$ cat config.mk
export PLATFORM = sky130hd
export DESIGN_NAME = divisor_inverso_mult
export DESIGN_NICKNAME = d
export VERILOG_FILES = /design/src/rtl/divisor_inverso_mult.sv
export SDC_FILE = /design/constraint.sdc
export NUM_CORES = 1
export LEC_CHECK = 0
export ABC_CLOCK_PERIOD_IN_PS = 5600
export BUFFER_PORTS_ARGS = -buffer_cell sky130_fd_sc_hd__buf_4
export CAP_MARGIN = 10
export CORE_ASPECT_RATIO = 1.2
export CORE_MARGIN = 8
export CORE_UTILIZATION = 30
export DETAILED_ROUTE_END_ITERATION = 7
export PLACE_DENSITY_LB_ADDON = 0.3
export SKIP_LAST_GASP = 1
export SYNTH_ARGS = -nofsm -noshare
export SYNTH_HDL_FRONTEND = slang
export SYNTH_SLANG_ARGS = --single-unit
$ cat constraint.sdc
create_clock -name CLK -period 5.6 [get_ports CLK]
set_input_delay 0.28 -clock CLK [delete_from_list [all_inputs] [get_ports CLK]]
set_output_delay 0.28 -clock CLK [all_outputs]
set_load 0.005 [all_outputs]
$ cat src/rtl/divisor_inverso_mult.sv
// Iterative signed shift-and-add unit regenerating Prod = Coc*Den + Res (inverse of the divider).
// Define DIV_INV_OVF_EN to build the Ovf detector; otherwise Ovf is tied to 0.
module divisor_inverso_mult #(
    parameter int unsigned tamanyo = 32
) (
    input  logic                   CLK,
    input  logic                   RSTa,
    input  logic                   Start,
    input  logic [tamanyo-1:0]     Coc,
    input  logic [tamanyo-1:0]     Den,
    input  logic [tamanyo-1:0]     Res,
    output logic [2*tamanyo-1:0]   Prod,
    output logic [tamanyo-1:0]     Num,
    output logic                   Busy,
    output logic                   Done,
    output logic                   Ovf
);

    localparam int unsigned W2   = 2 * tamanyo;
    localparam int unsigned CntW = $clog2(tamanyo + 1);

    localparam logic [tamanyo-1:0] OneW    = 1;
    localparam logic [W2-1:0]      One2    = 1;
    localparam logic [CntW-1:0]    CntOne  = 1;
    localparam logic [CntW-1:0]    CntLoad = CntW'(tamanyo);

    typedef enum logic [1:0] {StIdle, StMul, StFix, StDone} state_t;

    state_t              state_q, state_d;
    logic                sign_q, sign_d;
    logic [W2-1:0]       mcand_q, mcand_d;
    logic [tamanyo-1:0]  mlt_q, mlt_d;
    logic [W2-1:0]       res_q, res_d;
    logic [W2-1:0]       acc_q, acc_d;
    logic [CntW-1:0]     cnt_q, cnt_d;
    logic [W2-1:0]       prod_q, prod_d;
    logic [tamanyo-1:0]  coc_abs, den_abs;
    logic [W2-1:0]       fix_val;

    // The most negative operand wraps to 2^(tamanyo-1), which is correct as unsigned.
    assign coc_abs = Coc[tamanyo-1] ? (~Coc + OneW) : Coc;
    assign den_abs = Den[tamanyo-1] ? (~Den + OneW) : Den;
    assign fix_val = (sign_q ? (~acc_q + One2) : acc_q) + res_q;

    always_comb begin
        state_d = state_q;
        sign_d  = sign_q;
        mcand_d = mcand_q;
        mlt_d   = mlt_q;
        res_d   = res_q;
        acc_d   = acc_q;
        cnt_d   = cnt_q;
        prod_d  = prod_q;
        unique case (state_q)
            StIdle, StDone: begin
                if (Start) begin
                    sign_d  = Coc[tamanyo-1] ^ Den[tamanyo-1];
                    mcand_d = {{tamanyo{1'b0}}, coc_abs};
                    mlt_d   = den_abs;
                    res_d   = {{tamanyo{Res[tamanyo-1]}}, Res};
                    acc_d   = '0;
                    cnt_d   = CntLoad;
                    state_d = StMul;
                end else begin
                    state_d = StIdle;
                end
            end
            StMul: begin
                if (mlt_q[0]) begin
                    acc_d = acc_q + mcand_q;
                end
                mcand_d = mcand_q << 1;
                mlt_d   = mlt_q >> 1;
                cnt_d   = cnt_q - CntOne;
                if (cnt_q <= CntOne) begin
                    state_d = StFix;
                end
            end
            StFix: begin
                prod_d  = fix_val;
                state_d = StDone;
            end
            default: state_d = StIdle;
        endcase
    end

    always_ff @(posedge CLK or negedge RSTa) begin
        if (!RSTa) begin
            state_q <= StIdle;
            sign_q  <= 1'b0;
            mcand_q <= '0;
            mlt_q   <= '0;
            res_q   <= '0;
            acc_q   <= '0;
            cnt_q   <= '0;
            prod_q  <= '0;
        end else begin
            state_q <= state_d;
            sign_q  <= sign_d;
            mcand_q <= mcand_d;
            mlt_q   <= mlt_d;
            res_q   <= res_d;
            acc_q   <= acc_d;
            cnt_q   <= cnt_d;
            prod_q  <= prod_d;
        end
    end

`ifdef DIV_INV_OVF_EN
    logic ovf_q, ovf_d;
    logic [tamanyo:0] top_bits;

    // Representable in tamanyo bits only if the upper half plus the msb of Num are all equal.
    assign top_bits = fix_val[W2-1:tamanyo-1];

    always_comb begin
        ovf_d = ovf_q;
        if (state_q == StFix) begin
            ovf_d = ~((&top_bits) | ~(|top_bits));
        end
    end

    always_ff @(posedge CLK or negedge RSTa) begin
        if (!RSTa) begin
            ovf_q <= 1'b0;
        end else begin
            ovf_q <= ovf_d;
        end
    end

    assign Ovf = ovf_q;
`else
    assign Ovf = 1'b0;
`endif

    assign Prod = prod_q;
    assign Num  = prod_q[tamanyo-1:0];
    assign Busy = (state_q == StMul) || (state_q == StFix);
    assign Done = (state_q == StDone);

endmodule

==> summary.md, run 1 <==
| Metric | Value |
|---|---|
| H-tree levels | `1` |
| CP Launch Type | `register` |
| Worst Skew | `22.10 ps` |
| Max-slew violations | `0` |
| Nets | `2,877` |
| Sequential element share of the synthesized area | `31.51%` |
| Synth Area in Compound Gates | `between 20% and 30%` |
| Worst hold-check path type | `primary input to register` |
| Clock Sink Count | `265` |
| Mux contribution to synthesized area | `under 10%` |
| Post-Syn Nets | `2,755` |
| TritonCTS buffer count | `30` |
| # IOs | `198` |
| Dpl ws | `349.8 ps` |
| Post-CTS Setup Inserts | `0` |
| Rel. slew slack | `a little under a third` |
| Clock insertion delay at the later pin of the skew report | `approximately 600 ps` |
| Clock tree buffer depth | `3` |
| Setup violators final | `0` |
| Largest area contributor in the netlist | `dfrtp_1` |
| Fin. Hold Viols | `0` |
| Total grt overflow | `0` |
| Yosys warnings | `0` |
| Routed via count | `between 15,000 and 20,000` |
| Largest family of logic cells by synthesized area | `compound AO/OA/AOI/OAI gates` |
| Period utilisation layout | `93.27%` |
| Drt via density | `5.129` |
| DR DRC count | `0` |
| Initial Utilization | `30.23%` |
| Crit path kind | `register to register` |
| Layout cell share with drive strength beyond 1 | `15.08%` |
| Mapped Cells | `roughly 2,500` |
| Die width | `257.8 um` |
| Wire length of the first global-routing pass | `99,960 um` |
| Synthesized area per cell | `about 8.4 um2` |
| Synthesis-to-layout area growth | `17.08%` |
| Core area | `~70,000 um2` |
| Hpwl dp | `46,860 um` |
| Post-synth ARST share | `100.0%` |
| Post-route ant nets | `0` |
| Final Core Density | `a little over a third` |
| Worst-path clk slew | `70 ps` |
| Row cnt | `106` |
| IO Port Bufs | `196` |
| Largest net degree at the start of global routing | `122` |
| Max incr delay on CP | `~590 ps` |
| Setup ws final | `roughly 380 ps` |
| Adder-cell share of the synthesized area | `8.989%` |
| Mapped Area | `between 20,000 and 25,000 um2` |
| Worst EP required | `6070 ps` |
| Initial antenna violation count | `5` |
| 1st-iter DRT viols | `1,044` |
| Root buffer cell | `clkbuf_16` |
| Top post-synthesis cells by area | `dfrtp_1 (32%), ha_1 (8.8%), nand2_1 (6.3%)` |
| Routed WL per cell | `roughly 17 um` |
| Final wirelength | `approximately 61,000 um` |
| Critical path arrival | `5690 ps` |
| Die height | `306.1 um` |
| Worst Setup End Kind | `register` |
| Simple-gate share of the synthesized area | `17.31%` |
| Register bit total from synthesis | `~270` |
| Yosys top cell area share | `31.51%` |
| Fin Setup TNS | `0 ps` |
| Vias in the first global route | `18,247` |
| Xor/xnor share of the synthesized area | `under 10%` |
| Pre-antenna DRT Iters | `7` |
| GRT Overall Usage | `15.09%` |
| CTS tree | `done` |
| Number of flops mapped to enable cells by yosys | `0` |
| Fin crit period | `5223 ps` |
| Die ar. | `around 80,000 um2` |
| RSZ-0062 raised after global routing | `no` |
| Status | `finished, final reports clean` |
| Crit path cell chain | `or4_4 > or4_1 > nor3_1 > nand4_1 > nor4_1 > nand2_1 > nand2_1 > xnor2_1 > ha_1 > inv_1 > nor2_1 > o21ai_0 > nand2b_1 > a21o_1 > a21o_1 > a21o_1 > a211o_1 > o311ai_0` |
| Most used DFF post-synth | `dfrtp_1` |
| Gpl congestion | `0.8678` |
| Critical path fanouts, max | `9` |
| Worst slew pin tran | `~1000 ps` |
| Slowest cell on the critical path | `or4_4` |
| FMAX | `0.1915 GHz` |
| Max-cap viol count | `0` |
| CP dominant cell by count | `a21o_1` |
| Count of cell types in the netlist | `85` |
## placed cells by master, fill, tap and decap left out, types with 7 or more instances in the layout
cell,Yosys,routed
o21ai_0,227,226
a31oi_1,13,13
nand3_1,66,66
dlygate4sd3_1,0,35
clkinvlp_4,0,7
xnor2_1,142,142
or3_1,18,18
a211oi_1,12,12
dfrtp_1,265,264
xor2_1,89,89
mux2i_1,21,21
nand4_1,48,48
clkinv_4,0,7
a21boi_0,9,9
a21o_1,105,105
a21oi_1,191,190
o41ai_1,16,16
nand2_1,351,350
inv_1,54,54
a211o_1,9,9
and4_1,10,10
mux2_2,84,84
nor2_1,141,141
or4_1,18,18
nor2b_1,10,10
nor3_1,30,30
nor4_1,17,17
a22o_1,8,8
and3_1,11,11
clkbuf_16,0,30
nand2b_1,16,16
o21ai_1,12,12
o21bai_1,25,25
o21a_1,20,20
or2_2,9,9
ha_1,148,146
o31ai_1,50,50
buf_4,33,218
## state kept, by name, summed over array words and instances, names as in the netlist
signal / cells
sign_q: 1
mcand_q: 64
state_q: 2
cnt_q: 6
Prod: 64
acc_q: 64
res_q: 32
mlt_q: 32
## critical path: cells and delay by family, from the launching register on
kind	cells	cell delay [ps]
compound gates	6	1310
xor+xnor	1	70
fa+ha+maj	1	390
buf+inv	1	150
flops	1	450
simple gates	9	2730
## final timing paths
check	start	depth (start not counted)	slack [ps]	endpoint
min in group asynchronous	RSTa	2	290	mlt_q[26]
worst min register to register	mlt_q[8]	2	480	mlt_q[8]
worst max register to register	acc_q[13]	18	380	Prod[60]
worst min-delay path	Den[29]	4	40	mlt_q[31]
worst max-delay path	acc_q[13]	18	380	Prod[60]
max in group asynchronous	RSTa	3	3970	acc_q[53]
## cell usage after synthesis (8+ instances only)
| cell type | instances |
|---|---|
| a211oi_1 | 12 |
| clkbuf_1 | 115 |
| nor2b_1 | 10 |
| mux2i_1 | 21 |
| nand3_1 | 66 |
| inv_1 | 54 |
| xor2_1 | 89 |
| nor4_1 | 17 |
| o21ai_0 | 227 |
| nor2_1 | 141 |
| o21ai_1 | 12 |
| or3_1 | 18 |
| or4_1 | 18 |
| a31oi_1 | 13 |
| a22o_1 | 8 |
| o21a_1 | 20 |
| a21boi_0 | 9 |
| or2_2 | 9 |
| buf_1 | 14 |
| and3_1 | 11 |
| a211o_1 | 9 |
| o21bai_1 | 25 |
| a21oi_1 | 191 |
| nand2_1 | 351 |
| nor3_1 | 30 |
| dfrtp_1 | 265 |
| a21o_1 | 105 |
| xnor2_1 | 142 |
| o31ai_1 | 50 |
| and4_1 | 10 |
| nand2b_1 | 16 |
| ha_1 | 148 |
| buf_4 | 33 |
| o41ai_1 | 16 |
| nand4_1 | 48 |
| mux2_2 | 84 |
## kinds of logic (layout without fill, tap and decap cells)
| kind of cell | after synthesis | in the layout |
|---|---|---|
| AND/OR/NAND/NOR | 778 | 778 |
| AO/OA/AOI/OAI | 756 | 756 |
| flip-flops | 265 | 265 |
| XOR/XNOR | 231 | 231 |
| buffers and inverters | 220 | 366 |
| adder cells (fa/ha/maj) | 150 | 150 |
| multiplexers | 105 | 105 |
| other | 1 | 3 |
## per-stage QoR
| step | cells | area, um2 | hold WS [ps] |
|---|---|---|---|
| after floorplan | 2506 | 21050 | -15.59 |
| final | 3572 | 24640 | 44.90 |
| after global routing | 3572 | 24640 | 33.86 |
| after CTS | 3570 | 24630 | 9.944 |
| after detailed placement | 3479 | 23180 | 349.4 |
| after global placement | 3479 | 23180 | 349.1 |
## area by class of cell
class	count	area, um2
multi-input cells	2021	13530
well taps	918	1149
clock inverters	23	309.0
inverters	55	206.4
diodes	2	5.005
flip-flops and latches	265	6633
clock buffers	33	792.0
fillers	7242	44990
repair buffers	255	2022
## what timing repair did
| item | CTS | global route |
|---|---|---|
| gates resized for setup | 0 | 1 |
| endpoints found under the hold margin | 118 | 0 |
| endpoints found under the setup margin | 0 | 1 |
| hold buffers | 35 | 0 |
## layer usage
metal	part of all wire [%]	global-route usage, %	wire [um]	vias up
met2	47	25.36	28740	298
met1	47	20.22	28490	8648
met3	3.6	2.063	2189	84
met5	0.067	0	41	-
li1	-	-	-	9285
met4	2.4	3.953	1433	6
Power of run 1 is not shown: default switching activity piles up to over one toggle a cycle in this logic, so the estimate is an artifact.
==> run 2, diff against run 1 <==
Settings changed: ABC_AREA set to 1.
==> run 2 against run 1 <==
Final cell count is 65% higher. Via count is 50% higher. Clock-buffer cell count is 12 higher. Cell area is 23% higher. Area after synthesis is 25% higher. Worst setup slack better by 1100 ps. Wire length is 63% higher. Global-route usage is 4.9 points higher. Critical path type unchanged. Critical endpoint is now Prod[55]. Highest routed layer unchanged.
==> summary.md, run 2 <==
| Metric | Value |
|---|---|
| Routed via count | `27,408` |
| TritonCTS buffer count | `34` |
| Fin Setup TNS | `0 ps` |
| Die ar. | `97,350 um2` |
| Status | `finished, final reports clean` |
| Clock insertion delay at the later pin of the skew report | `600 ps` |
| Hold Path Cell Cnt | `5` |
| Number of flops mapped to enable cells by yosys | `0` |
| Period utilisation layout | `74.20%` |
| Rel. slew slack | `36.10%` |
| Worst hold-check path type | `primary input to register` |
| Setup violators final | `0` |
| Simple-gate share of the synthesized area | `slightly below 40%` |
| Root buffer cell | `clkbuf_16` |
| Die height | `340.2 um` |
| Synth Area in Compound Gates | `about 10%` |
| Worst EP required | `6060 ps` |
| Worst-path clk slew | `60 ps` |
| Wire length of the first global-routing pass | `about 150,000 um` |
| Most used DFF post-synth | `dfrtp_1` |
| Post-Syn Nets | `4,787` |
| Adder-cell share of the synthesized area | `7.200%` |
| Die width | `286.2 um` |
| Vias in the first global route | `between 20,000 and 30,000` |
| Clock tree buffer depth | `3` |
| Synthesis-to-layout area growth | `15.09%` |
| Final wirelength | `99,130 um` |
| Xor/xnor share of the synthesized area | `3.534%` |
| Mux contribution to synthesized area | `0%` |
| Layout cell share with drive strength beyond 1 | `approximately 7%` |
| Fin. Hold Viols | `0` |
| 1st-iter DRT viols | `1,741` |
| Initial antenna violation count | `3` |
| Commonest non-fill, non-tap cell in the layout | `nand2_1` |
| Fill count | `9,935` |
| IO Port Bufs | `196` |
| CP Launch Type | `register` |
| Mapped Cells | `4,538` |
| FF-to-FF path depth | `22` |
| RR Startpoint | `acc_q[1]` |
| Post_cts resized | `0` |
| Count of cell types in the netlist | `46` |
| Final Core Density | `about 35%` |
| Area of the multi-input gates | `15,940 um2` |
| Routed WL per cell | `16.86 um` |
| Largest net degree at the start of global routing | `147` |
| Gpl congestion | `0.9621` |
| Worst slew pin tran | `958.5 ps` |
| Register Area | `6633 um2` |
| Largest family of logic cells by synthesized area | `simple AND/OR/NAND/NOR gates` |
| Yosys top cell area share | `25.24%` |
| Most frequent cells in the layout | `nand2_1 (1,756), inv_1 (824), nor2_1 (413)` |
| Post-CTS Setup Inserts | `0` |
| Worst Skew | `approximately 35 ps` |
| Setup ws final | `approximately 1400 ps` |
| Total grt overflow | `0` |
| Clock Sink Count | `265` |
| CP startpoint | `acc_q[1]` |
| Post-route ant nets | `0` |
| Initial Utilization | `between 30% and 40%` |
| Core area | `87,250 um2` |
| DR DRC count | `0` |
| Yosys warnings | `0` |
| Row cnt | `119` |
| Crit path kind | `register to register` |
| HP Start | `Den[17]` |
| Post-synth ARST share | `100.0%` |
| Worst Setup End Kind | `register` |
| Top post-synthesis cells by area | `dfrtp_1 (25%), nand2_1 (25%), inv_1 (12%)` |
| CTS tree | `done` |
| Hpwl dp | `81,870 um` |
| Mapped Area | `26,270 um2` |
| GRT Overall Usage | `between 20% and 30%` |
| Dpl ws | `roughly 1500 ps` |
| FMAX | `0.2407 GHz` |
| Critical path arrival | `4610 ps` |
| RSZ-0062 raised after global routing | `no` |
| Register bit total from synthesis | `265` |
| Hold bufs inserted after CTS | `36` |
| Nets | `a little under 5,000` |
| Final hold slack | `34.36 ps` |
| Max-cap viol count | `0` |
| Max-slew violations | `0` |
| Synth top cells by count | `nand2_1 (1,756), inv_1 (826), nor2_1 (413)` |
| Largest area contributor in the netlist | `dfrtp_1` |
| # IOs | `between 150 and 200` |
| Drt via density | `4.662` |
| Critical path fanouts, max | `4` |
| Pre-antenna DRT Iters | `5` |
| Sequential element share of the synthesized area | `25.24%` |
| H-tree levels | `2` |
| Top-count cell post-synth | `nand2_1` |
| Fin crit period | `~4200 ps` |
| Synthesized area per cell | `5.790 um2` |
## run 2: cell types whose count changed in the layout (fill, tap and decap cells not counted), moves of 49 or more
cell     previous run  this run
a21o_1            105         1
inv_1              54       824
mux2_2             84         0
nand2_1           350      1756
nand3_1            66       224
nor2_1            141       413
o21ai_0           226       157
o31ai_1            50         1
xnor2_1           142        41
## run 2: worst max-delay path: stages (launching register included)
cell and delay, ps:
dfrtp_1 420, inv_1 110, ha_1 250, inv_1 140, nor2_2 180, nand2_2 100
nor2_4 110, nand3b_1 160, nand3b_1 190, nand2_1 140, xor2_1 120, ha_1 380
inv_1 110, nor3_2 210, inv_1 110, nor2_1 390, nand2_1 300, nor3_1 200
nand2_1 110, nand2_1 90, nand2_1 50, nand3_1 70, nand2_1 50
## run 2: cells by family after synthesis
logic type                 Yosys count
AOI/OAI and AO/OA                  501
xor gates and xnor gates           106
adders and majority gates          150
buffers and inverters              947
DFF                                265
other                                1
and+or+nand+nor                   2568
## run 2: area by class of cell
class,count,area share [%]
flip-flops and latches,265,21.93
clock inverters,16,0.6124
inverters,831,10.32
diodes,2,0.01655
repair buffers,245,6.447
well taps,1149,4.754
clock buffers,45,3.219
multi-input cells,3326,52.70
## run 2: path summary, 6_finish.rpt
check / endpoint / slack, ps
max in group asynchronous: acc_q[47] / 3960
hold reg to reg: mlt_q[14] / 470
min in group asynchronous: Prod[5] / 280
setup / recovery: Prod[55] / 1440
hold / removal: mlt_q[17] / 30
setup reg to reg: Prod[55] / 1440
## run 2: layer usage
layer  up-vias  track usage, %  wire (um)
met5         -               0         13
met4         2           10.53       5912
met3       207           2.548       4116
met2       595           34.78      46760
met1     12306           23.95      42330
li1      14298               -          -
## run 2: stage by stage
stage	std cells	instance area (um2)
after floorplan	4538	26270
after global placement	5780	28720
after detailed placement	5780	28720
after CTS	5877	30230
after global routing	5878	30240
final	5879	30240
Power of run 2 is left out for the same reason.
